[src/rtl/uart_pkg.sv]
// Shared constants, FSM encodings and the parity helper for the UART core.
package uart_pkg;

  localparam int PARITY_NONE = 0;
  localparam int PARITY_EVEN = 1;
  localparam int PARITY_ODD  = 2;

  typedef enum logic [2:0] {
    TX_IDLE, TX_START, TX_DATA, TX_PARITY, TX_STOP
  } tx_state_t;

  typedef enum logic [2:0] {
    RX_IDLE, RX_START, RX_DATA, RX_PARITY, RX_STOP, RX_WAIT_HIGH
  } rx_state_t;

  // Narrower frames are zero-extended by the caller, which leaves the XOR unchanged.
  function automatic logic parity_bit(input logic [7:0] data, input int mode);
    return (^data) ^ (mode == PARITY_ODD);
  endfunction

endpackage

[src/rtl/uart_sync_fifo.sv]
// Synchronous FIFO with first-word fall-through head and occupancy level.
module uart_sync_fifo #(
  parameter int WIDTH = 8,
  parameter int DEPTH = 16
) (
  input  logic                     clk,
  input  logic                     reset_n,
  input  logic                     push,
  input  logic [WIDTH-1:0]         push_data,
  input  logic                     pop,
  output logic [WIDTH-1:0]         head,
  output logic                     full,
  output logic                     empty,
  output logic [$clog2(DEPTH):0]   level
);

  localparam int AW = $clog2(DEPTH);

  logic [WIDTH-1:0] mem [DEPTH];
  logic [AW-1:0]    wr_ptr;
  logic [AW-1:0]    rd_ptr;
  logic             do_push;
  logic             do_pop;

  assign empty   = (level == '0);
  assign full    = (level == (AW+1)'(DEPTH));
  assign do_pop  = pop && !empty;
  // A pop in the same cycle frees the slot, so a push onto a full FIFO still lands.
  assign do_push = push && (!full || do_pop);
  assign head    = empty ? '0 : mem[rd_ptr];

  always_ff @(posedge clk or negedge reset_n) begin
    if (!reset_n) begin
      wr_ptr <= '0;
      rd_ptr <= '0;
      level  <= '0;
    end else begin
      if (do_push) wr_ptr <= wr_ptr + 1'b1;
      if (do_pop)  rd_ptr <= rd_ptr + 1'b1;
      case ({do_push, do_pop})
        2'b10:   level <= level + 1'b1;
        2'b01:   level <= level - 1'b1;
        default: ;
      endcase
    end
  end

  always_ff @(posedge clk) begin
    if (do_push) mem[wr_ptr] <= push_data;
  end

endmodule

[src/rtl/uart_core_param.sv]
// Full-duplex UART: runtime baud tick, 16x-oversampled RX, TX/RX FIFOs, sticky error flags.
module uart_core_param
  import uart_pkg::*;
#(
  parameter int DIV_W      = 16,
  parameter int DATA_BITS  = 8,
  parameter int PARITY     = 0,
  parameter int STOP_BITS  = 1,
  parameter int OVERSAMPLE = 16,
  parameter int FIFO_DEPTH = 16
) (
  input  logic                          clk,
  input  logic                          reset_n,
  input  logic [DIV_W-1:0]              baud_div,
  input  logic [DATA_BITS-1:0]          tx_data,
  input  logic                          tx_valid,
  output logic                          tx_ready,
  output logic                          tx_out,
  output logic                          tx_busy,
  input  logic                          rx_in,
  output logic [DATA_BITS-1:0]          rx_data,
  output logic                          rx_valid,
  input  logic                          rx_ready,
  output logic                          rx_parity_err,
  output logic                          rx_frame_err,
  output logic                          rx_overrun,
  input  logic                          err_clr,
  output logic [$clog2(FIFO_DEPTH):0]   tx_level,
  output logic [$clog2(FIFO_DEPTH):0]   rx_level
);

  localparam int OW = $clog2(OVERSAMPLE);
  localparam int BW = $clog2(DATA_BITS);
  localparam logic [OW-1:0] OS_LAST   = OW'(OVERSAMPLE - 1);
  localparam logic [OW-1:0] OS_MID    = OW'(OVERSAMPLE / 2 - 1);
  localparam logic [BW-1:0] DATA_LAST = BW'(DATA_BITS - 1);
  localparam logic [BW-1:0] STOP_LAST = BW'(STOP_BITS - 1);

  logic [DIV_W-1:0] div_cnt;
  logic [DIV_W-1:0] div_q;
  logic             tick;

  assign tick = (div_cnt == div_q);

  always_ff @(posedge clk or negedge reset_n) begin
    if (!reset_n) begin
      div_cnt <= '0;
      div_q   <= '0;
    end else if (tick) begin
      div_cnt <= '0;
      div_q   <= baud_div;
    end else begin
      div_cnt <= div_cnt + 1'b1;
    end
  end

  logic                 tx_pop, tx_full, tx_empty, tx_load, tx_bit_end;
  logic [DATA_BITS-1:0] tx_head;
  tx_state_t            tx_state, tx_state_nxt;
  logic [OW-1:0]        tx_os, tx_os_nxt;
  logic [BW-1:0]        tx_bit, tx_bit_nxt;
  logic [DATA_BITS-1:0] tx_shift, tx_shift_nxt;
  logic                 tx_par, tx_par_nxt, tx_out_nxt;

  uart_sync_fifo #(.WIDTH(DATA_BITS), .DEPTH(FIFO_DEPTH)) u_tx_fifo (
    .clk(clk), .reset_n(reset_n), .push(tx_valid && tx_ready), .push_data(tx_data),
    .pop(tx_pop), .head(tx_head), .full(tx_full), .empty(tx_empty), .level(tx_level)
  );

  assign tx_ready   = !tx_full;
  assign tx_busy    = (tx_state != TX_IDLE) || !tx_empty;
  assign tx_bit_end = tick && (tx_os == OS_LAST);

  always_ff @(posedge clk or negedge reset_n) begin
    if (!reset_n) begin
      tx_state <= TX_IDLE;
      tx_os    <= '0;
      tx_bit   <= '0;
      tx_out   <= 1'b1;
    end else begin
      tx_state <= tx_state_nxt;
      tx_os    <= tx_os_nxt;
      tx_bit   <= tx_bit_nxt;
      tx_out   <= tx_out_nxt;
    end
  end

  always_ff @(posedge clk) begin
    tx_shift <= tx_shift_nxt;
    tx_par   <= tx_par_nxt;
  end

  always_comb begin
    tx_state_nxt = tx_state;
    tx_os_nxt    = tx_os;
    tx_bit_nxt   = tx_bit;
    tx_shift_nxt = tx_shift;
    tx_par_nxt   = tx_par;
    tx_out_nxt   = tx_out;
    tx_pop       = 1'b0;
    tx_load      = 1'b0;
    if (tick && tx_state != TX_IDLE) tx_os_nxt = tx_bit_end ? '0 : tx_os + 1'b1;
    case (tx_state)
      TX_IDLE:   if (tick && !tx_empty) tx_load = 1'b1;
      TX_START:  if (tx_bit_end) begin
        tx_out_nxt   = tx_shift[0];
        tx_shift_nxt = tx_shift >> 1;
        tx_bit_nxt   = '0;
        tx_state_nxt = TX_DATA;
      end
      TX_DATA:   if (tx_bit_end) begin
        if (tx_bit == DATA_LAST) begin
          tx_bit_nxt = '0;
          if (PARITY != PARITY_NONE) begin
            tx_out_nxt   = tx_par;
            tx_state_nxt = TX_PARITY;
          end else begin
            tx_out_nxt   = 1'b1;
            tx_state_nxt = TX_STOP;
          end
        end else begin
          tx_out_nxt   = tx_shift[0];
          tx_shift_nxt = tx_shift >> 1;
          tx_bit_nxt   = tx_bit + 1'b1;
        end
      end
      TX_PARITY: if (tx_bit_end) begin
        tx_out_nxt   = 1'b1;
        tx_state_nxt = TX_STOP;
      end
      // Chaining straight into the next start bit keeps back-to-back frames gapless.
      TX_STOP:   if (tx_bit_end) begin
        if (tx_bit != STOP_LAST) tx_bit_nxt = tx_bit + 1'b1;
        else if (!tx_empty)      tx_load = 1'b1;
        else                     tx_state_nxt = TX_IDLE;
      end
      default:   tx_state_nxt = TX_IDLE;
    endcase
    if (tx_load) begin
      tx_pop       = 1'b1;
      tx_shift_nxt = tx_head;
      tx_par_nxt   = parity_bit(8'(tx_head), PARITY);
      tx_out_nxt   = 1'b0;
      tx_os_nxt    = '0;
      tx_state_nxt = TX_START;
    end
  end

  logic                 rx_meta, rx_s, rx_sample, rx_push, rx_pop, rx_full, rx_empty;
  logic                 par_set, frame_set, overrun_set;
  rx_state_t            rx_state, rx_state_nxt;
  logic [OW-1:0]        rx_os, rx_os_nxt;
  logic [BW-1:0]        rx_bit, rx_bit_nxt;
  logic [DATA_BITS-1:0] rx_shift, rx_shift_nxt;

  uart_sync_fifo #(.WIDTH(DATA_BITS), .DEPTH(FIFO_DEPTH)) u_rx_fifo (
    .clk(clk), .reset_n(reset_n), .push(rx_push), .push_data(rx_shift),
    .pop(rx_pop), .head(rx_data), .full(rx_full), .empty(rx_empty), .level(rx_level)
  );

  assign rx_valid    = !rx_empty;
  assign rx_pop      = rx_valid && rx_ready;
  assign overrun_set = rx_push && rx_full && !rx_pop;
  // Start is checked half a bit in; every later sample is one full bit after the previous.
  assign rx_sample   = tick && (rx_os == ((rx_state == RX_START) ? OS_MID : OS_LAST));

  always_ff @(posedge clk or negedge reset_n) begin
    if (!reset_n) begin
      rx_meta       <= 1'b1;
      rx_s          <= 1'b1;
      rx_state      <= RX_IDLE;
      rx_os         <= '0;
      rx_bit        <= '0;
      rx_parity_err <= 1'b0;
      rx_frame_err  <= 1'b0;
      rx_overrun    <= 1'b0;
    end else begin
      rx_meta       <= rx_in;
      rx_s          <= rx_meta;
      rx_state      <= rx_state_nxt;
      rx_os         <= rx_os_nxt;
      rx_bit        <= rx_bit_nxt;
      rx_parity_err <= par_set     ? 1'b1 : (err_clr ? 1'b0 : rx_parity_err);
      rx_frame_err  <= frame_set   ? 1'b1 : (err_clr ? 1'b0 : rx_frame_err);
      rx_overrun    <= overrun_set ? 1'b1 : (err_clr ? 1'b0 : rx_overrun);
    end
  end

  always_ff @(posedge clk) begin
    rx_shift <= rx_shift_nxt;
  end

  always_comb begin
    rx_state_nxt = rx_state;
    rx_os_nxt    = rx_os;
    rx_bit_nxt   = rx_bit;
    rx_shift_nxt = rx_shift;
    rx_push      = 1'b0;
    par_set      = 1'b0;
    frame_set    = 1'b0;
    if (tick && rx_state != RX_IDLE && rx_state != RX_WAIT_HIGH)
      rx_os_nxt = rx_sample ? '0 : rx_os + 1'b1;
    case (rx_state)
      RX_IDLE:      if (tick && !rx_s) begin
        rx_os_nxt    = '0;
        rx_state_nxt = RX_START;
      end
      RX_START:     if (rx_sample) begin
        rx_bit_nxt   = '0;
        rx_state_nxt = rx_s ? RX_IDLE : RX_DATA;
      end
      RX_DATA:      if (rx_sample) begin
        rx_shift_nxt = {rx_s, rx_shift[DATA_BITS-1:1]};
        rx_bit_nxt   = rx_bit + 1'b1;
        if (rx_bit == DATA_LAST) rx_state_nxt = (PARITY != PARITY_NONE) ? RX_PARITY : RX_STOP;
      end
      RX_PARITY:    if (rx_sample) begin
        par_set      = (rx_s != parity_bit(8'(rx_shift), PARITY));
        rx_state_nxt = RX_STOP;
      end
      RX_STOP:      if (rx_sample) begin
        if (rx_s) begin
          rx_push      = 1'b1;
          rx_state_nxt = RX_IDLE;
        end else begin
          frame_set    = 1'b1;
          rx_state_nxt = RX_WAIT_HIGH;
        end
      end
      RX_WAIT_HIGH: if (rx_s) rx_state_nxt = RX_IDLE;
      default:      rx_state_nxt = RX_IDLE;
    endcase
  end

endmodule

[config.mk]
export PLATFORM = sky130hd
export DESIGN_NAME = uart_core_param
export DESIGN_NICKNAME = d
export VERILOG_FILES = /design/src/rtl/uart_pkg.sv /design/src/rtl/uart_sync_fifo.sv /design/src/rtl/uart_core_param.sv
export SDC_FILE = /design/constraint.sdc
export NUM_CORES = 1
export LEC_CHECK = 0
export ABC_AREA = 1
export BUFFER_PORTS_ARGS = -buffer_cell sky130_fd_sc_hd__buf_2
export CAP_MARGIN = 20
export CORE_ASPECT_RATIO = 0.5
export CORE_MARGIN = 2
export CORE_UTILIZATION = 35
export DETAILED_ROUTE_END_ITERATION = 6
export GPL_TIMING_DRIVEN = 0
export PLACE_DENSITY = 0.54
export SYNTH_ARGS = -nofsm -noshare
export SYNTH_HDL_FRONTEND = slang
export SYNTH_SLANG_ARGS = --single-unit
[constraint.sdc]
create_clock -name clk -period 7.27 [get_ports clk]
set_input_delay 1.454 -clock clk [delete_from_list [all_inputs] [get_ports clk]]
set_output_delay 1.454 -clock clk [all_outputs]
set_load 0.01 [all_outputs]
# Yosys cells after proc, flatten, opt, wreduce, memory -nomap -nowiden
# Memories as Yosys holds them, arrays and structs flattened.
# Cells that the tools add are included.
[word_totals] reg_bits=100 ramBits=256 out_inout_bits=25 n_memories=2
[op_classes] add_sub_neg=13 reduce_logical=49 n_eq_ne=42 mux=74
[mem_list] name="u_rx_fifo.mem" words=16 word_bits=8 rd=1 rd_clocked_by_memory_dff=0 wr=1 line_no="uart_sync_fifo.sv:19" rtl="logic [WIDTH-1:0] mem [DEPTH];"
[mem_list] name="u_tx_fifo.mem" words=16 word_bits=8 rd=1 rd_clocked_by_memory_dff=0 wr=1 line_no="uart_sync_fifo.sv:19"
[op_table] cell="$mux 3" n=23
[op_table] cell="$mux 8" n=6
[op_table] cell="$mux 4" n=8
[op_table] cell="$ne 3x3->1 const B" n=9
[op_table] cell="$mux 1" n=26
[op_table] cell="$add 4x1->4 const B" n=6
[op_table] cell="$ne 2x2->1 const B" n=12
[op_table] cell="$pmux 5 s2" n=2
[op_table] cell="$pmux 3 s6" n=1
[op_table] cell="$add 16x1->16 const B" n=1
[op_table] cell="$eq 16x16->1" n=1
[op_table] cell="$mux 16" n=1
[op_table] cell="$pmux 8 s2" n=1
[op_table] cell="$eq 3x3->1 const B" n=5
[op_table] cell="$logic_and 1x1->1" n=15
[op_table] cell="$pmux 3 s5" n=1
[op_table] cell="$reduce_bool 3->1" n=5
[op_table] cell="$reduce_bool 2->1" n=7
[op_table] cell="$eq 3x2->1 const B" n=4
[op_table] cell="$add 5x1->5 const B" n=2
[op_table] cell="$eq 5x5->1 const B" n=2
[op_table] cell="$logic_not 5->1" n=2
[op_table] cell="$sub 5x1->5 const B" n=2
[op_table] cell="$pmux 3 s3" n=1
[op_table] cell="other kinds (22)" n=35

# Depth between registers and ports, before layout
# Gate-level depths: netlist (run 1).
[depth] word_depth=11 mapped_depth=22 depth_no_buf=21

# Hierarchy
# Synthesis (run 1) repeated with hierarchy kept, for this count alone.
[unflattened] cells_unflattened=1551 hier_area_um2=15827.7
[by_module_without_submodules] module="uart_sync_fifo (u_tx_fifo)" cells_each=526 instances=1 area_per_inst_um2=6008.3 seq_area_each_um2=4169.0
[by_module_without_submodules] module="uart_sync_fifo (u_rx_fifo)" cells_each=536 instances=1 area_per_inst_um2=5990.7 seq_area_each_um2=4169.0
[by_module_without_submodules] module="uart_core_param" cells_each=489 instances=1 area_per_inst_um2=3828.7 seq_area_each_um2=1935.6

# Least setup slack after synthesis (run 1)
# Ideal clock, no wire load.
[synth_timing] path_kind="register -> output" start="reg u_rx_fifo.rd_ptr[0]" end="out rx_data[1]" slack_ns=4.176 path_stages_with_launch=9 t_arrival_ns=1.640 cell_sequence="dfrtp_1 clkbuf_1 inv_1 buf_2 clkbuf_1 nor2_1 o221ai_1 nand3_1 a21oi_1"
[synth_via] elab_chain_len=2
[synth_rtl] item="from (decl)" line_no="uart_sync_fifo.sv:21" rtl="logic [AW-1:0] rd_ptr;"
[synth_rtl] item="from (signal assigned)" line_no="uart_sync_fifo.sv:39" rtl="if (do_pop) rd_ptr <= rd_ptr + 1'b1;"
[synth_rtl] item="$mem_v2 16x8"
[synth_rtl] item="$mux 8" line_no="uart_sync_fifo.sv:30" rtl="assign head = empty ? '0 : mem[rd_ptr];"
[synth_rtl] item="to (decl)" line_no="uart_core_param.sv:21" rtl="output logic [DATA_BITS-1:0] rx_data,"
# Every way passes these cells.

# Final worst setup path (run 1)
[layout_timing] start="reg u_rx_fifo.rd_ptr[0]" end="out rx_data[6]"
# The elaborated chain is that of the path after synthesis.

==> summary.md, run 1 <==
Cell leakage power: 0.00654 uW. Clock latency on the worst-skew pair, taken at its later pin, is 0.54 ns. For the combinational cell fraction of total power, the log shows 19.9%. For this run, design rule violations remaining after detail routing come to 0.

In this run the critical register-to-register path is launched from div_cnt[14]$_DFF_PN0_. In this run the power density over the cells is 306 nW/um2. The critical path starts at u_rx_fifo.rd_ptr[0]$_DFFE_PN0P_.

Broken down by cell family, the worst path's largest delay share belongs to buffers and inverters. The core region is 42400 um2. The transition time at the pin with the least slew margin is 1.12 ns.

The tightest min-delay check is of the flip-flop to flip-flop type. The number of global-route vias before repair was 10621; the pin count of the biggest net entering global routing was 61. Ratio of routed vias to standard cells: 5.13. In the final layout, flip-flops and latches occupy 10300 um2. Data arrives at the worst endpoint at 3.02 ns. Maximum fanout count along the critical path: 10. Cell at the root of the clock tree: sky130_fd_sc_hd__clkbuf_16. The number of synthesized flops with an enable pin was 272. In this run the vertical extent of the chip is 151 um.

For this design, the slowest cell found on the critical path is sky130_fd_sc_hd__clkbuf_1. The floorplan has 53 rows. The run gives 0 as the count of endpoints failing hold in the final timing report. The number of stages on the worst hold path was 0; the starting density of the core was 35.9%.

The pre-antenna-repair detailed-routing pass consisted of 5 iterations. In this run the number of H-tree levels came out at 2. The I/O pin total is 55, and the number of filler cells placed in the layout is 4037. The flow ran to the end, and the final reports show no timing, DRC or antenna violations. The final critical-path required period is 4.48 ns, and the residual overflow from global routing is 0. After technology mapping, the gate count stands at 1366. Mean cell area of the mapped netlist: 11.1 um2. Once detail routing completed, the nets flagged for antenna violations numbered 0. The number of placed instances, taps included came out at 1999. Measured along the x axis, the die boundary spans 299 um. TritonCTS built the clock tree.

After clock tree synthesis, the repair step resized 0 gates. The critical path depth was 9. The number of clock sinks seen by CTS was 356. The tools report the reg-to-reg critical path endpoint as u_tx_fifo.level[4]$_DFFE_PN0P_. The area growth from synthesis to layout is 14.4%. The critical path in this run is classified as flip-flop to output port. The die area was 45300 um2. Post-route fraction of the period consumed by the critical path: 61.6%. In the final layout, the share of cells above drive strength 1 is 10.0%. The count of buffer and inverter cells on the critical path is 5.

Static timing analysis puts the maximum clock frequency at 223 MHz. Counting along the longest clock path gives a buffer depth of 3. Counting flops with an async set or reset pin after synthesis yields a share of 23.6%. The logs give 2063 for the post-layout instance count excluding filler cells and 16300 um2 for the cell area reported after detailed placement. The logs give 0 for the number of antenna violations at the first check in global routing and 0.822 for the global placement routability congestion.

Input and output buffers added on the ports amount to 54. After clock tree synthesis, the setup repair step added 0 buffers. The logic depth of the worst register-to-register path was 21.

Yosys printed 0 warnings. The number of hold buffers added after CTS was 0. The worst clock skew is 0.0353 ns, and the overall track demand over capacity in global routing is 17.3%. The required time of the critical path was 5.82 ns. The worst hold path terminates at rx_s$_DFF_PN1_. After detailed routing, the average wire length per cell comes to 18.8 um.

The multi-input combinational cells in the finished layout cover a total of 4300 um2. The setup TNS is 0 ns. The placed wire-length estimate was 25500 um; the design area was 17400 um2. Among all flip-flop cells after synthesis, the most frequent one is sky130_fd_sc_hd__edfxtp_1. The logs give 41.1% for the core occupancy in the finished layout and 0 for the max-capacitance violation count.

The internal power of the cells totals 3710 uW. Critical path startpoint category: a flip-flop. Stage delay of the slowest cell on the critical path: 0.48 ns. Of the total power, the clock network draws 35.4%.

Clock-pin slew was measured on the worst setup and hold paths at 0.07 ns. The number of different library cells used by synthesis comes to 40. Aggregate routed wire length: 38800 um.

The worst setup path is captured at an output port. The sequential cell area fraction in the yosys report came out at 67.5%. In this run the power spent charging and discharging nets is 1620 uW. The run gives 0 as the number of antenna repair diodes.

The number of DRC markers after the initial detailed-route iteration is 973. The worst slew margin relative to its limit was 24.8%; the number of nets in the layout was 1515. The area of the mapped netlist is 15200 um2. The tools report the start point of the worst hold path as rx_meta$_DFF_PN1_.

Registers are responsible for 44.7% of the overall power. The number of flip-flops and latches in the synthesized netlist is 356, and the final count of pins violating max slew is 0. The synthesized netlist net count came out at 1421. Traced cell by cell, the critical path runs through clkbuf_1 > inv_1 > buf_2 > clkbuf_1 > o21ai_0 > o221ai_1 > nand3_1 > a21oi_1 > buf_2. For the number of buffers created by CTS, the log shows 35. The library cells used most frequently in the layout, excluding fill and tap cells, are sky130_fd_sc_hd__edfxtp_1, sky130_fd_sc_hd__nand2_1, sky130_fd_sc_hd__nor2_1.

The run gives 0 as the count of final setup violators. Across all layers, the routed design uses 10582 vias. Net switching is 30.4% of the power. The logs give 3.73 ns for the slack of the worst reg-to-reg path and 60000 um for the wire length of the first global-routing pass.

Setup repair after global routing left no endpoint under its margin. The maximum vdd ir drop is 155 uV. The leading cell type in the layout, fill and taps excluded is sky130_fd_sc_hd__edfxtp_1.
-- how the worst max path moves through the flow --
stage            endpoint  slack (ns)
2_1_floorplan  rx_data[1]        4.18
3_3_place_gp   rx_data[4]        3.35
3_5_place_dp   rx_data[4]        3.34
4_1_cts        rx_data[4]        2.76
5_1_grt        rx_data[4]        2.60
6_report       rx_data[6]        2.79
-- Yosys cell counts, types with 2 or more instances --
master                       n  area [um2]
sky130_fd_sc_hd__o22ai_1    18         113
sky130_fd_sc_hd__a31oi_1     3        18.8
sky130_fd_sc_hd__a21oi_1    49         245
sky130_fd_sc_hd__o21a_1      6        45.0
sky130_fd_sc_hd__nand3_1    51         255
sky130_fd_sc_hd__nand4_1    21         131
sky130_fd_sc_hd__edfxtp_1  272        8170
sky130_fd_sc_hd__nor4_1      3        18.8
sky130_fd_sc_hd__dfrtp_1    81        2030
sky130_fd_sc_hd__o221ai_1   34         298
sky130_fd_sc_hd__nor2_1    194         728
sky130_fd_sc_hd__o21ai_0   158         791
sky130_fd_sc_hd__dfstp_2     3        78.8
sky130_fd_sc_hd__buf_2       4        20.0
sky130_fd_sc_hd__nor3_1     12        60.1
sky130_fd_sc_hd__a221oi_1    3        26.3
sky130_fd_sc_hd__inv_1     103         387
sky130_fd_sc_hd__nand2_2     4        25.0
sky130_fd_sc_hd__a22o_1      2        17.5
sky130_fd_sc_hd__clkbuf_1   45         169
sky130_fd_sc_hd__clkinv_1    3        11.3
sky130_fd_sc_hd__ha_1       24         300
sky130_fd_sc_hd__xnor2_1     7        61.3
sky130_fd_sc_hd__a211oi_1    6        45.0
sky130_fd_sc_hd__xor2_1     23         201
sky130_fd_sc_hd__nor2_4      3        33.8
sky130_fd_sc_hd__inv_2      11        41.3
sky130_fd_sc_hd__buf_4       2        15.0
sky130_fd_sc_hd__or2_2       5        31.3
sky130_fd_sc_hd__nor2_2      4        25.0
sky130_fd_sc_hd__nand2_1   203         762
-- flip-flops by register name, indices dropped and copies added (netlist names), 4 cells and up --
name,count
u_rx_fifo.mem,128
u_tx_fifo.mem,128
div_cnt,16
div_q,16
rx_shift,8
tx_shift,8
u_rx_fifo.level,5
u_tx_fifo.level,5
rx_os,4
tx_os,4
u_rx_fifo.rd_ptr,4
u_rx_fifo.wr_ptr,4
u_tx_fifo.rd_ptr,4
u_tx_fifo.wr_ptr,4
-- power groups by stage --
| stage | sequential, uW | combinational (uW) | clock [uW] |
|---|---|---|---|
| finish | 2380 | 1060 | 1880 |
| global route | 2400 | 1170 | 2010 |
| CTS | 2380 | 1060 | 1920 |
| detailed placement | 2420 | 1050 | 0 |
| global placement | 2420 | 1030 | 0 |
| floorplan | 2420 | 633 | 0 |
-- routing by layer --
metal  part of all wire, %  up-vias  track usage [%]
li1                      -     4971                -
met1                    45     5242             23.0
met2                    48      312             29.4
met3                   5.8       57             3.05
met4                   2.0        0             4.43
met5                     0        -                0
-- layout make-up --
cell class	count	area share (%)
plain buffers	53	1.26
clock buffers	42	5.23
clock inverters	21	1.39
inverters	117	2.52
multi-input cells	840	24.7
flip-flops and latches	356	58.9
well taps	577	4.14
repair buffers	57	1.85
-- metrics by stage --
step / total power (uW) / hold slack (ns) / setup slack (ns)
after floorplan: 3050 / 0.345 / 4.18
after global placement: 3450 / 0.347 / 3.35
after detailed placement: 3480 / 0.351 / 3.34
after CTS: 5360 / 0.361 / 2.76
after global routing: 5580 / 0.367 / 2.60
final: 5330 / 0.360 / 2.79
-- logic make-up (layout without fill, tap and decap cells) --
| logic type | after synthesis | in the layout | share of synthesized area, % |
|---|---|---|---|
| AO/OA/AOI/OAI | 281 | 281 | 10.6 |
| buffers and inverters | 170 | 290 | 4.32 |
| XOR/XNOR | 30 | 30 | 1.73 |
| AND/OR/NAND/NOR | 503 | 503 | 13.7 |
| adder cells (fa/ha/maj) | 25 | 25 | 2.10 |
| multiplexers | 1 | 1 | 0.0739 |
| flip-flops | 356 | 356 | 67.5 |
(Power assumes the default switching activity.)
==> inputs of run 2 (changes only) <==
--- a/config.mk
+++ b/config.mk
@@ -13,7 +13,7 @@
 export CORE_UTILIZATION = 35
 export DETAILED_ROUTE_END_ITERATION = 6
 export GPL_TIMING_DRIVEN = 0
-export PLACE_DENSITY = 0.54
+export PLACE_DENSITY = 0.56
 export SYNTH_ARGS = -nofsm -noshare
 export SYNTH_HDL_FRONTEND = slang
 export SYNTH_SLANG_ARGS = --single-unit
==> constraint.sdc (replaced) <==
create_clock -name clk -period 4 [get_ports clk]
set_input_delay 0.8 -clock clk [delete_from_list [all_inputs] [get_ports clk]]
set_output_delay 0.8 -clock clk [all_outputs]
set_load 0.01 [all_outputs]
==> run 2 against run 1 <==
Compared with the run above: clock skew shrank 0.019 ns; critical path depth is the same; largest cell class unchanged; via count shrank 3.0%; critical path type unchanged; clock power grew 66%; non-clock buffer count shrank 1.
==> summary.md, run 2 (synthesized netlist as in run 1, its figures left out) <==
The critical path goes through clkbuf_1 > inv_1 > buf_2 > buf_1 > nor2_1 > o221ai_1 > nand3_1 > a21oi_1 > buf_2. The endpoint arrival time on the critical path was 2.95 ns (-0.07 ns); the final critical-path required period was 3.75 ns. The number of placed instances, taps included was 1998 (-0.050%); the number of global-route vias before repair was 9979 (-6.0%). The overall track demand over capacity in global routing was 16.5% (-0.79 points).

For the number of buffers created by CTS, the log shows 35 (unchanged). The critical path startpoint category was a flip-flop. The count of buffers from port buffering came out at 54 (unchanged). The maximum vdd ir drop is 262 uV (+69%), and the peak clock frequency supported by timing is 266 MHz. Combinational cell fraction of total power: 20.2% (+0.3 points). The run gives 0.832 (+1.2%) as the global placement routability congestion. Design area: 17300 um2 (-0.60%).

By startpoint and endpoint, the worst setup path is classified as flip-flop to output port. The tools report the worst slew margin relative to its limit as 32.2% (+7.4 points). The number of nets in the layout is 1514 (-0.066%). The cell area reported after detailed placement came out at 16300 um2 (about the same). The run gives 2 (unchanged) as the H-tree depth reported by CTS.

The count of endpoints failing hold in the final timing report is 0 (unchanged), and the wire length of the first global-routing pass is 57100 um (-4.8%). In the final layout, the registers with the most flip-flops are u_rx_fifo.mem x128, u_tx_fifo.mem x128. The run gives 720 (-26%) as the number of DRC markers after the initial detailed-route iteration. TritonCTS built the clock tree. The tools report the switching component of the power as 2840 uW (+76%).

The logs give 53 (unchanged) for the number of placement rows and 55 (unchanged) for the I/O pin total. For the maximum root-to-sink buffer count, the log shows 3 (unchanged). The run gives 45300 um2 (unchanged) as the die area. The transition time at the pin with the least slew margin is 1.01 ns (-0.111 ns). The share of total power in sequential cells came out at 46.4% (+1.7 points). Count of buffer and inverter cells on the critical path: 5 (unchanged).

The count of vias placed by the detailed router is 10266 (-3.0%), and the maximum fanout count along the critical path is 10 (unchanged). From synthesis to final layout, the design area changed by 13.8%. The tools report the starting density of the core as 35.9% (unchanged). The placed wire-length estimate was 24200 um (-5.2%). The horizontal die dimension is 299 um (unchanged), and the count of instances resized after the clock tree is built is 0 (unchanged). The ratio of routed vias to standard cells works out to 4.98 (-2.9%). The tools report the cell leakage power as 0.00648 uW (-1.0%). The final critical path takes up 93.8% of the cycle. The fraction of final layout cells with drive strength greater than 1 came out at 9.63% (-0.40 points). The kind of cell with the highest combined delay along the critical path is buffers and inverters. The core region area came out at 42400 um2 (unchanged).

The switching part of the total was 30.5% (+0.10 points). Setup repair after global routing left no endpoint under its margin. Die extent in y: 151 um (unchanged). The post-layout instance count excluding filler cells is 2062 (-0.048%), and the number of antenna repair diodes is 0 (unchanged). The cell at the root of the clock tree was sky130_fd_sc_hd__clkbuf_16. Proportion of power drawn by the clock network: 33.4% (-2.0 points). The cell seen most often among critical-path stages was sky130_fd_sc_hd__buf_2.

First-pass iteration count of the detailed router: 6 (+1). The run gives 6490 uW (+75%) as the internal power contribution. In this run the worst setup path begins at u_rx_fifo.rd_ptr[0]$_DFFE_PN0P_. Required time of the critical path: 3.20 ns (-2.62 ns). On the critical path, the stage with the largest delay is an instance of sky130_fd_sc_hd__buf_1. The tools report the number of clock sinks seen by CTS as 356 (unchanged).

The residual overflow from global routing is 0 (unchanged), and the aggregate routed wire length is 36700 um (-5.3%). The stage delay of the slowest cell on the critical path is 0.43 ns (-0.05 ns). The tools report the final count of pins violating max slew as 0 (unchanged).

The worst setup path is captured at an output port. Leaving out fill and tap cells, the most frequent cells in the layout are sky130_fd_sc_hd__edfxtp_1, sky130_fd_sc_hd__nand2_1, sky130_fd_sc_hd__nor2_1. The logs give 0 (unchanged) for the count of final setup violators and 0.52 ns (-0.02 ns) for the clock network latency to the later pin of the worst-skew pair. The tools report the antenna violation net count after detailed routing as 0 (unchanged).

The number of post-CTS setup repair buffers is 0 (unchanged), and the final hold slack is 0.246 ns (-0.114 ns). The pin count of the biggest net entering global routing is 53 (-13%). The clock transition at the registers of the reported paths is 0.06 ns (about the same), and the worst clock skew is 0.0166 ns (-0.0187 ns). The tools report the DRC violations left as 0 (unchanged). The run finished with clean final reports. Leading cell type in the layout, fill and taps excluded: sky130_fd_sc_hd__edfxtp_1. Average wire per cell in the routed design: 17.8 um (-5.2%).

The worst register-to-register path begins at div_cnt[14]$_DFF_PN0_. The total of hold buffers inserted after clock tree synthesis is 0 (unchanged). The number of antenna violations at the first check in global routing is 0 (unchanged), and the power per cell area is 539 nW/um2 (+76%). The setup TNS was 0 ns (unchanged). The path class of the tightest hold or removal check is input port to asynchronous set/reset pin.

The max-capacitance violation count came out at 0 (unchanged).
## run 2: cell types whose count changed in the layout (fill, tap and decap cells not counted)
cell,delta
sky130_fd_sc_hd__clkbuf_2,+1
sky130_fd_sc_hd__clkinvlp_4,+2
sky130_fd_sc_hd__clkinv_2,-4
sky130_fd_sc_hd__clkinv_4,+1
sky130_fd_sc_hd__clkbuf_1,+2
sky130_fd_sc_hd__clkinvlp_2,+1
sky130_fd_sc_hd__clkinv_1,+3
sky130_fd_sc_hd__buf_6,-1
sky130_fd_sc_hd__clkbuf_16,+2
sky130_fd_sc_hd__bufinv_16,-5
sky130_fd_sc_hd__inv_6,-3
## run 2: final timing paths
path                                                   to  slack, ns  cells past startpoint
hold / removal                       div_q[5]$_DFFE_PN0N_       0.25                      1
min in group clk                        rx_meta$_DFF_PN1_       0.38                      1
max in group asynchronous              tx_out$_DFFE_PN1P_       3.06                      2
setup / recovery                               rx_data[4]       0.25                      9
setup reg to reg           u_tx_fifo.level[4]$_DFFE_PN0P_       0.41                     21
hold reg to reg                            rx_s$_DFF_PN1_       0.38                      0
## run 2: layout make-up
cell class | instances | area [um2]
fillers | 4072 | 25100
inverters | 117 | 439
multi-input cells | 840 | 4300
clock inverters | 16 | 86.3
clock buffers | 47 | 973
repair buffers | 56 | 312
well taps | 577 | 722
plain buffers | 53 | 220
flip-flops and latches | 356 | 10300
## run 2: metrics by stage
| step | setup WS (ns) | total power [uW] | util [%] |
|---|---|---|---|
| CTS | 0.169 | 9420 | 40.8 |
| global route | 0.00271 | 9800 | 40.8 |
| global placement | 0.440 | 6270 | 38.2 |
| detailed placement | 0.352 | 6300 | 38.3 |
| finish | 0.247 | 9340 | 40.8 |
| floorplan | 1.06 | 5540 | - |
## run 2: routing by layer
metal  part of all wire [%]  global-route usage [%]
met4                    1.9                    4.05
met5                      0                       0
met3                    6.1                    3.35
met2                     46                    26.7
met1                     46                    22.8
## run 2: power by group through the flow
stage	clock (uW)	sequential [uW]	combinational (uW)
after floorplan	0	4390	1150
after detailed placement	0	4410	1900
after global placement	0	4400	1870
after global routing	3340	4350	2110
after CTS	3190	4330	1900
final	3120	4330	1880
==> inputs of run 3 (changes only) <==
--- a/config.mk
+++ b/config.mk
@@ -5,15 +5,14 @@
 export SDC_FILE = /design/constraint.sdc
 export NUM_CORES = 1
 export LEC_CHECK = 0
-export ABC_AREA = 1
 export BUFFER_PORTS_ARGS = -buffer_cell sky130_fd_sc_hd__buf_2
 export CAP_MARGIN = 20
 export CORE_ASPECT_RATIO = 0.5
 export CORE_MARGIN = 2
-export CORE_UTILIZATION = 35
+export CORE_UTILIZATION = 50
 export DETAILED_ROUTE_END_ITERATION = 6
 export GPL_TIMING_DRIVEN = 0
-export PLACE_DENSITY = 0.56
+export PLACE_DENSITY = 0.73
 export SYNTH_ARGS = -nofsm -noshare
 export SYNTH_HDL_FRONTEND = slang
 export SYNTH_SLANG_ARGS = --single-unit
==> run 3 against run 2 <==
Compared with the run above: cell area shrank 2.6%; hold slack lost 0.13 ns; clock skew decreased by 0.0065 ns; via count decreased by 23%; global-route usage grew 2.0 points; flip-flop and latch count did not move; wire length decreased by 23%; worst setup slack worse by 0.12 ns; utilization is 17 points higher; die area fell by 30%; final cell count fell by 33%; non-clock buffer count fell by 8.
==> summary.md, run 3 <==
The flow ran to the end, and the final reports show no timing, DRC or antenna violations. For the number of nets in the layout, the log shows 1022 (-32%). The run gives 0 (unchanged) as the max-capacitance violation count. The slowest stage of the critical path belongs to the cell sky130_fd_sc_hd__clkbuf_1. For the number of filler cells placed in the layout, the log shows 2175 (-47%). Among all flip-flop cells after synthesis, the most frequent one is sky130_fd_sc_hd__edfxtp_1. The run gives 0 (unchanged) as the count of final setup violators. The tools report the share of total power in sequential cells as 47.7% (+1.3 points). The number of antenna repair diodes was 0 (unchanged); the design area was 16900 um2 (-2.6%).

The share of synthesized flip-flops with an asynchronous set or reset is 23.6% (unchanged). The run gives 876 (-36%) as the number of instances in the synthesized netlist. The logs give 3.20 ns (about the same) for the required time of the critical path and 68 (+28%) for the pin count of the biggest net entering global routing.

The number of antenna violations at the first check in global routing is 0 (unchanged), and the number of synthesized flops with an enable pin is 272 (unchanged). The clock transition at the registers of the reported paths is 0.07 ns (about the same). Sorting the synthesized cells by how often they occur yields sky130_fd_sc_hd__edfxtp_1, sky130_fd_sc_hd__dfrtp_1, sky130_fd_sc_hd__mux4_2, sky130_fd_sc_hd__nor2_1, sky130_fd_sc_hd__xnor2_1. In this run the clock root is driven by a sky130_fd_sc_hd__clkbuf_16. The fraction of final layout cells with drive strength greater than 1 was 22.3% (+13 points); the horizontal die dimension was 249 um (-17%). The total area of sequential cells was 10300 um2 (unchanged); the worst slew margin relative to its limit was 32.5% (+0.26 points).

The count of buffer and inverter cells on the critical path was 3 (-2). The transition time at the pin with the least slew margin was 1.01 ns (-0.00388 ns). The number of clock sinks seen by CTS is 356 (unchanged). The H-tree depth reported by CTS came out at 1 (-1).

The logs give 31 (-11%) for the number of buffers created by CTS and 3.07 ns (+0.12 ns) for the endpoint arrival time on the critical path. The logs give 0 (unchanged) for the total of hold buffers inserted after clock tree synthesis and 45300 um (-21%) for the wire length of the first global-routing pass. Relative to the synthesized area, the layout overhead comes to 12.4%. For the number of distinct library cells after synthesis, the log shows 60 (+50%). Traced cell by cell, the critical path runs through clkbuf_1 > clkbuf_1 > mux4_2 > mux4_2 > nor2b_1 > buf_2. Setup repair after global routing left no endpoint under its margin. Worst min-delay path class: input port to asynchronous set/reset pin.

The final critical-path required period was 3.87 ns (+0.121 ns); the switching component of the power was 2320 uW (-18%). The tools report the combinational cell fraction of total power as 18.9% (-1.3 points). The post-route fraction of the period consumed by the critical path was 96.9% (+3.0 points); the number of post-CTS setup repair buffers was 0 (unchanged). The ratio of routed vias to standard cells was 5.70 (+14%); the final count of pins violating max slew was 0 (unchanged). The tools report the area taken by multi-input logic gates as 4490 um2 (+4.6%).

Placed wire-length estimate: 19000 um (-21%). The area of the mapped netlist came out at 15000 um2 (-1.5%). Leaving out fill and tap cells, the most frequent cell in the layout is sky130_fd_sc_hd__edfxtp_1. The tools report the final hold slack as 0.115 ns (-0.131 ns).

The number of placed instances, taps included was 1326 (-34%); the count of buffers from port buffering was 54 (unchanged). On the critical path the largest part of the delay comes from buffers and inverters. The I/O pin total was 55 (unchanged). The run gives 6850 uW (+5.6%) as the internal power contribution. The core region area was 29200 um2 (-31%); the residual overflow from global routing was 0 (unchanged). The run gives 258 MHz (-3.1%) as the peak clock frequency supported by timing. The die area was 31500 um2 (-30%).

By area the synthesized netlist is led by sky130_fd_sc_hd__edfxtp_1, sky130_fd_sc_hd__dfrtp_1, sky130_fd_sc_hd__mux4_2. The tools report the worst clock skew as 0.0101 ns (-0.00648 ns). The power per cell area is 544 nW/um2 (+0.98%), and the DRC violations left is 0 (unchanged). The proportion of power drawn by the clock network was 33.3% (about the same). The number of global-route vias before repair is 8131 (-19%).

The setup path with the least slack is of type flip-flop to output port. The synthesized netlist net count was 931 (-34%). The stage delay of the slowest cell on the critical path is 0.57 ns (+0.14 ns), and the starting density of the core is 51.3% (+15 points). The mean cell area of the mapped netlist is 17.1 um2 (+54%), and the aggregate routed wire length is 28400 um (-23%). The average wire per cell in the routed design is 20.6 um (+15%), and the total chip power is 9180 uW (-1.7%). The count of endpoints failing hold in the final timing report was 0 (unchanged); the number of flip-flops and latches in the synthesized netlist was 356 (unchanged). The tools report the setup TNS as 0 ns (unchanged). The tools report the number of placement rows as 44 (-17%). The overall track demand over capacity in global routing was 18.5% (+2.0 points); the maximum fanout count along the critical path was 10 (unchanged). The library cell with the highest instance count after synthesis is sky130_fd_sc_hd__edfxtp_1. The switching part of the total is 25.3% (-5.2 points), and the number of DRC markers after the initial detailed-route iteration is 618 (-14%).

The run gives 7877 (-23%) as the count of vias placed by the detailed router. The cell accounting for the most synthesized area was sky130_fd_sc_hd__edfxtp_1. The maximum root-to-sink buffer count came out at 3 (unchanged). The critical path capture point type is an output port. The cell area reported after detailed placement was 15800 um2 (-2.6%); the antenna violation net count after detailed routing was 0 (unchanged). The first-pass iteration count of the detailed router is 5 (-1), and the post-layout instance count excluding filler cells is 1382 (-33%). The logs give 273 uV (+4.1%) for the maximum vdd ir drop and 68.5% (+1.0 points) for the sequential cell area fraction in the yosys report. For the clock network latency to the later pin of the worst-skew pair, the log shows 0.56 ns (+0.04 ns). TritonCTS built the clock tree. Share of the synthesized area in the top cell type: 54.4% (+0.79 points). The run gives 0.791 (-4.9%) as the global placement routability congestion. The largest registers in the layout are u_rx_fifo.mem x128, u_tx_fifo.mem x128.

Die extent in y: 127 um (-16%). The number of warnings printed during yosys synthesis came out at 0 (unchanged). Leaving out fill and tap cells, the most frequent cells in the layout are sky130_fd_sc_hd__edfxtp_1, sky130_fd_sc_hd__dfrtp_1, sky130_fd_sc_hd__mux4_2.

The cell leakage power is 0.00601 uW (-7.2%). The critical path startpoint category was a flip-flop.
==> run 3: power by group through the flow <==
stage	registers (uW)	logic, uW	clock network [uW]
after floorplan	4430	1220	0
final	4380	1740	3060
after global placement	4420	1730	0
after CTS	4370	1790	3110
after detailed placement	4440	1780	0
after global routing	4410	1900	3250
==> run 3: logic make-up after synthesis <==
family	share of synthesized area, %
AO/OA/AOI/OAI	2.78
XOR/XNOR	3.62
adder cells (fa/ha/maj)	2.13
buffers and inverters	1.67
flip-flops	68.5
multiplexers	14.6
AND/OR/NAND/NOR	6.77
==> run 3: what timing repair did <==
item | 4_1_cts | 5_1_grt
endpoints found under the hold margin | 0 | 0
resized for setup | 1 | 3
gates cloned | 0 | 0
endpoints found under the setup margin | 4 | 9
==> run 3: layout make-up <==
class | instances | share of cell area, %
repair buffers | 59 | 1.90
clock inverters | 17 | 1.22
flip-flops and latches | 356 | 60.9
well taps | 391 | 2.90
multi-input cells | 461 | 26.6
inverters | 16 | 0.356
plain buffers | 42 | 1.15
clock buffers | 40 | 4.92
==> run 3: final timing paths <==
check / startpoint / endpoint / slack, ns / cells after the start
min in group clk: rx_in / rx_meta$_DFF_PN1_ / 0.34 / 1
min reg2reg: rx_meta$_DFF_PN1_ / rx_s$_DFF_PN1_ / 0.36 / 0
max reg2reg: div_cnt[14]$_DFF_PN0_ / u_tx_fifo.level[4]$_DFFE_PN0P_ / 0.36 / 14
max in group asynchronous: reset_n / div_q[4]$_DFFE_PN0N_ / 3.25 / 2
min: reset_n / u_rx_fifo.rd_ptr[2]$_DFFE_PN0P_ / 0.11 / 1
max: u_rx_fifo.rd_ptr[1]$_DFFE_PN0P_ / rx_data[1] / 0.13 / 6
==> run 3: routing by layer <==
layer  vias up  part of all wire [%]  track usage (%)  wire length [um]
li1       3563                     -                -                 -
met1      4098                    44             25.9             12600
met2       182                    49             31.2             14000
met3        34                   4.8             3.14              1360
met4         0                   1.5             3.74               439
met5         -                     0                0                 0
==> run 3: metrics by stage <==
stage                     utilization, %  worst slack [ns]
after detailed placement            54.1             0.387
after CTS                           57.7          -0.00137
final                               57.7             0.126
after global placement              53.9             0.260
after floorplan                        -             0.910
after global routing                57.7            0.0123
